File: src/rtl/uart_cmd_parser.sv
// Assembles 14-byte command frames from uart_rx bytes, checks CRC-8 and footer, strobes results.
// Optional inter-byte timeout is built only when PARSER_TIMEOUT_EN is defined.
//
// state   | meaning
// IDLE    | hunting for HEADER, other bytes dropped
// PAYLOAD | shifting 11 payload bytes into shadow and CRC
// CHECK   | comparing received CRC byte against running CRC
// TAIL    | checking footer, issuing cmd_valid / crc_err / frame_err
module uart_cmd_parser #(
  parameter logic [7:0]  HEADER      = 8'h55,
  parameter logic [7:0]  FOOTER      = 8'hAA,
  parameter int unsigned TIMEOUT_CYC = 50000
) (
  input  logic        sys_clk,
  input  logic        sys_rst,
  input  logic [7:0]  rx_data,
  input  logic        rx_done,
  output logic        cmd_valid,
  output logic [7:0]  reg_func,
  output logic [7:0]  hs_pwm_ch,
  output logic [7:0]  hs_ctrl_sta,
  output logic [7:0]  duty_num,
  output logic [15:0] pulse_dessert,
  output logic [7:0]  pulse_num,
  output logic [31:0] pattern,
  output logic        crc_err,
  output logic        frame_err,
  output logic        timeout_err,
  output logic        busy
);

  typedef enum logic [1:0] {IDLE, PAYLOAD, CHECK, TAIL} state_t;

  state_t      state, state_nxt;
  logic [3:0]  byte_cnt;
  logic [7:0]  crc;
  logic        crc_ok;
  logic [87:0] shadow;
  logic        timeout_hit;
  logic        tail_hit;
  logic        accept_good;
  logic        accept_crc_bad;
  logic        accept_frm_bad;

  // Polynomial 0x07, MSB-first, no reflection; one byte per call.
  function automatic logic [7:0] crc8_step(input logic [7:0] c, input logic [7:0] d);
    logic [7:0] r;
    r = c ^ d;
    for (int i = 0; i < 8; i++) begin
      r = r[7] ? ({r[6:0], 1'b0} ^ 8'h07) : {r[6:0], 1'b0};
    end
    return r;
  endfunction

  always_ff @(posedge sys_clk) begin
    if (sys_rst) state <= IDLE;
    else         state <= state_nxt;
  end

  always_comb begin
    state_nxt = state;
    if (timeout_hit) begin
      state_nxt = IDLE;
    end else if (rx_done) begin
      case (state)
        IDLE:    if (rx_data == HEADER) state_nxt = PAYLOAD;
        PAYLOAD: if (byte_cnt == 4'd10) state_nxt = CHECK;
        CHECK:   state_nxt = TAIL;
        TAIL:    state_nxt = IDLE;
        default: state_nxt = IDLE;
      endcase
    end
  end

  always_comb begin
    busy           = (state != IDLE);
    tail_hit       = (state == TAIL) && rx_done;
    accept_frm_bad = tail_hit && (rx_data != FOOTER);
    accept_crc_bad = tail_hit && (rx_data == FOOTER) && !crc_ok;
    accept_good    = tail_hit && (rx_data == FOOTER) && crc_ok;
  end

  always_ff @(posedge sys_clk) begin
    if (sys_rst) begin
      byte_cnt      <= 4'd0;
      crc           <= 8'h00;
      crc_ok        <= 1'b0;
      shadow        <= '0;
      cmd_valid     <= 1'b0;
      crc_err       <= 1'b0;
      frame_err     <= 1'b0;
      reg_func      <= 8'h00;
      hs_pwm_ch     <= 8'h00;
      hs_ctrl_sta   <= 8'h00;
      duty_num      <= 8'h00;
      pulse_dessert <= 16'h0000;
      pulse_num     <= 8'h00;
      pattern       <= 32'h0;
    end else begin
      cmd_valid <= accept_good;
      crc_err   <= accept_crc_bad;
      frame_err <= accept_frm_bad;
      if (rx_done) begin
        case (state)
          IDLE: begin
            if (rx_data == HEADER) begin
              byte_cnt <= 4'd0;
              crc      <= 8'h00;
            end
          end
          PAYLOAD: begin
            shadow   <= {shadow[79:0], rx_data};
            crc      <= crc8_step(crc, rx_data);
            byte_cnt <= byte_cnt + 4'd1;
          end
          CHECK:   crc_ok <= (rx_data == crc);
          default: ;
        endcase
      end
      // Fields only move on a fully validated frame.
      if (accept_good) begin
        reg_func      <= shadow[87:80];
        hs_pwm_ch     <= shadow[79:72];
        hs_ctrl_sta   <= shadow[71:64];
        duty_num      <= shadow[63:56];
        pulse_dessert <= shadow[55:40];
        pulse_num     <= shadow[39:32];
        pattern       <= shadow[31:0];
      end
    end
  end

`ifdef PARSER_TIMEOUT_EN
  localparam int TMR_W = (TIMEOUT_CYC > 2) ? $clog2(TIMEOUT_CYC) : 1;
  localparam logic [TMR_W-1:0] TMR_LOAD = TMR_W'(TIMEOUT_CYC - 1);

  logic [TMR_W-1:0] idle_tmr;

  // Down-counter reloads on every byte; a coincident byte always beats expiry.
  always_ff @(posedge sys_clk) begin
    if (sys_rst) begin
      idle_tmr    <= TMR_LOAD;
      timeout_err <= 1'b0;
    end else begin
      timeout_err <= timeout_hit;
      if ((state == IDLE) || rx_done || timeout_hit) idle_tmr <= TMR_LOAD;
      else                                           idle_tmr <= idle_tmr - TMR_W'(1);
    end
  end

  assign timeout_hit = (state != IDLE) && !rx_done && (idle_tmr == '0);
`else
  assign timeout_hit = 1'b0;
  assign timeout_err = 1'b0;
`endif

endmodule

File: config.mk
export PLATFORM = sky130hd
export DESIGN_NAME = uart_cmd_parser
export DESIGN_NICKNAME = d
export VERILOG_FILES = /design/src/rtl/uart_cmd_parser.sv
export SDC_FILE = /design/constraint.sdc
export NUM_CORES = 1
export LEC_CHECK = 0
export BUFFER_PORTS_ARGS = -buffer_cell sky130_fd_sc_hd__clkbuf_2
export CORE_UTILIZATION = 40
export CTS_CLUSTER_DIAMETER = 40
export DETAILED_ROUTE_END_ITERATION = 10
export GPL_TIMING_DRIVEN = 0
export HOLD_SLACK_MARGIN = 0.1
export PLACE_DENSITY = 0.64
export SKIP_LAST_GASP = 1
export SLEW_MARGIN = 10
export SYNTH_ARGS = -nofsm -noshare
export SYNTH_HDL_FRONTEND = slang
export SYNTH_SLANG_ARGS = --single-unit
File: constraint.sdc
create_clock -name sys_clk -period 2.46 [get_ports sys_clk]
set_input_delay 0.123 -clock sys_clk [delete_from_list [all_inputs] [get_ports sys_clk]]
set_output_delay 0.123 -clock sys_clk [all_outputs]
set_load 0.05 [all_outputs]
==> flow_metrics.env <==
export IMPL_status="complete, no violations"
export IMPL_synth_fp_nets=914
export IMPL_cts_num_sinks=194
export IMPL_max_clock_freq_mhz=467
export IMPL_drt_iter0_drc=338
export IMPL_cts_tree="built"
export IMPL_dp_cells=1219
export IMPL_rsz0062_at_grt="false"
export IMPL_dpl_hpwl_mm=12.3
export IMPL_antenna_found_initial=0
export IMPL_cap_violations=0
export IMPL_synthArstFlopShare=0
export IMPL_die_x_um=135
export IMPL_worstMarginPinSlew_ns=0.694
export IMPL_cts_buffers=17
export IMPL_synthTopCellsByCount="nand2_1 (364), dfxtp_1 (194), a21oi_1 (183)"
export IMPL_hold_start="sys_rst"
export IMPL_crit_top_cell="nand2_1"
export IMPL_area_delta_synth_final_pct=20.9
export IMPL_port_buffers=100
export IMPL_vias=6100
export IMPL_worstPathCellList="inv_1, ha_1, buf_2, nand2_1, clkbuf_1, nand2_1, a21oi_1"
export IMPL_synth_simple_area_share=0.225
export IMPL_yosysSeqAreaShare=0.545
export IMPL_drt_pre_antenna_iters=5
export IMPL_muxShareOfSynthArea=0.00141
export IMPL_antenna_left=0
export IMPL_clockRootBuffer="clkbuf_16"
export IMPL_wire_per_inst_um=13.8
export IMPL_r2r_slack_ns=0.32
export IMPL_hold_violations=0
export IMPL_synth_largest_area_cell="dfxtp_1"
export IMPL_diodes=0
export IMPL_core_mm2=0.0174
export IMPL_skew_ns=0.00994
export IMPL_yosys_warnings=0
export IMPL_ios=104
export IMPL_layout_nets=1043
export IMPL_max_slew_margin=0.536
export IMPL_endpoint_kind="flip-flop"
export IMPL_critical_path_arrival_ns=2.50
export IMPL_synth_compound_area_frac=0.142
export IMPL_synth_area_top_cells="dfxtp_1 (55%), nand2_1 (19%), a21oi_1 (13%)"
export IMPL_ir_worst_vdd_mv=0.466
export IMPL_design_area_mm2=0.00861
export IMPL_synth_cell_types=38
export IMPL_grt_max_degree=17
export IMPL_initial_core_util=0.410
export IMPL_min_path_type="in -> reg"
export IMPL_rr_startpoint="state[1]"
export IMPL_grt_use_total=0.198
export IMPL_crit_type="reg -> reg"
export IMPL_routed_wl_mm=17.5
export IMPL_finalWeightedCongestion=0.837
export IMPL_slew_violations=0
export IMPL_fin_util=0.496
export IMPL_synth_top_area_frac=0.545
export IMPL_post_route_min_period_ns=2.14
export IMPL_setup_tns_ns=0
export IMPL_synthXorXnorAreaFrac=0.0288
export IMPL_viasPerCell=4.84
export IMPL_drive_gt1_frac=0.151
export IMPL_nFillCells=1771
export IMPL_dieArea_mm2=0.0183
export IMPL_remaining_drc_errors=0
export IMPL_grt_ovfl_total=0
export IMPL_cpPeakStageDelay_ns=0.54
export IMPL_p_per_area_mw_per_mm2=705
export IMPL_pre_cts_slack_ns=0.114
export IMPL_yosys_cell_count_top_type="nand2_1"
export IMPL_synth_seq_cells=194
export IMPL_path_clk_slew_ns=0.07
export IMPL_netlist_area_mm2=0.00712
export IMPL_leakagePower_nw=3.08
export IMPL_syn_inst=894
export IMPL_insertion_delay_ns=0.44
export IMPL_clock_path_buffers=2
export IMPL_crit_path_max_fanout=16
export IMPL_setup_viol=0
export IMPL_setup_slack_ns=0.318
export IMPL_grt_first_pass_wirelength_mm=28.1
export IMPL_p_total_mw=6.07
export IMPL_synthAdderAreaFrac=0.0158
export IMPL_worst_endpoint_required_ns=2.82
export IMPL_cpMaxStageDelayCell="nand2_1"
export IMPL_synth_edf_count=0
export IMPL_rows=48
export IMPL_cp_start_kind="flip-flop"
export IMPL_die_height_um=135
export IMPL_grt_pass1_vias=5583
export IMPL_dpl_cell_area_mm2=0.00790
export IMPL_synth_top_family_by_area="simple AND/OR/NAND/NOR gates"
export IMPL_htreeDepth=4
export IMPL_whs_ns=0.302
export IMPL_syn_avg_cell_area_um2=7.97
export IMPL_startpoint="state[1]"
export IMPL_ys_flop_type="dfxtp_1"
export IMPL_stdcell_count=1261
export IMPL_fin_crit_sh=0.871
-- flip-flops by register name (all words and copies together) (netlist names), 2 cells and up --
name	flops
pulse_dessert	16
pattern	32
byte_cnt	4
reg_func	8
shadow	88
hs_ctrl_sta	8
duty_num	8
pulse_num	8
state	2
crc	8
hs_pwm_ch	8
-- kinds of logic (layout without fill, tap and decap cells) --
| logic type | Yosys count | after routing |
|---|---|---|
| compound gates | 195 | 195 |
| other cells | 1 | 1 |
| simple gates | 403 | 403 |
| buf+inv | 70 | 212 |
| xor+xnor | 21 | 21 |
| flops | 194 | 194 |
| mux | 1 | 1 |
| fa+ha+maj | 9 | 9 |
-- worst max-delay path: cells and delay by family, from the launching register on --
family / cells / cell delay, ns
adders and majority gates: 1 / 0.18
buffers and inverters: 3 / 0.71
and+or+nand+nor: 2 / 0.64
DFF: 1 / 0.38
AOI/OAI and AO/OA: 1 / 0.16
-- area by class of cell --
class / count / area [um^2] / area share
clock inverter: 13 / 136 / 0.0158
tap: 225 / 282 / 0.0327
timing repair buffer: 111 / 618 / 0.0718
inverter: 6 / 22.5 / 0.00262
multi-input combinational: 630 / 2940 / 0.342
sequential: 194 / 3880 / 0.451
clock buffer: 19 / 453 / 0.0526
buffer: 63 / 270 / 0.0314
-- placed cells by master, fill, tap and decap left out, types with 2 or more instances in the layout --
master / n
clkbuf_1: 44
nand4bb_1: 2
nand3b_1: 3
ha_1: 9
a21oi_1: 183
nand2_1: 364
clkinv_4: 3
buf_4: 5
clkbuf_8: 2
nor3_1: 5
a22oi_1: 3
inv_1: 6
nor2_1: 12
clkbuf_2: 102
dfxtp_1: 194
a31oi_1: 2
bufinv_16: 2
xnor2_1: 14
xor2_1: 5
nand3_1: 5
clkinv_2: 4
buf_2: 13
clkbuf_16: 17
or3_1: 3
dlygate4sd3_1: 9
o21ai_0: 2
clkinvlp_4: 4
-- path summary, 6_finish.rpt --
kind / end / depth (start not counted)
worst max-delay path: shadow[76] / 7
worst min-delay path: state[1] / 3
worst max register to register: shadow[76] / 7
worst min register to register: reg_func[6] / 2
-- power by group --
part           leakage, nW  total [mW]  switching [mW]  internal (mW)
clock                0.281        2.77            1.22           1.55
sequential            1.56        3.14        0.000302           3.14
combinational         1.24       0.160           0.106         0.0541
total                 3.08        6.07            1.33           4.74
-- metal layers --
layer  GRT usage  vias to the layer above  routed length, um
met2       0.307                      126               8020
met4      0.0693                        0                244
met3      0.0378                       18                656
met1       0.273                     2796               8540
met5           0                        -                  0
li1            -                     3160                  -
-- repair_timing --
item	CTS	global route
hold endpoints to repair	10	0
resized for setup	0	3
setup endpoints to repair	0	30
hold buffers	9	0
buffers inserted	0	2
(Power assumes the default switching activity.)
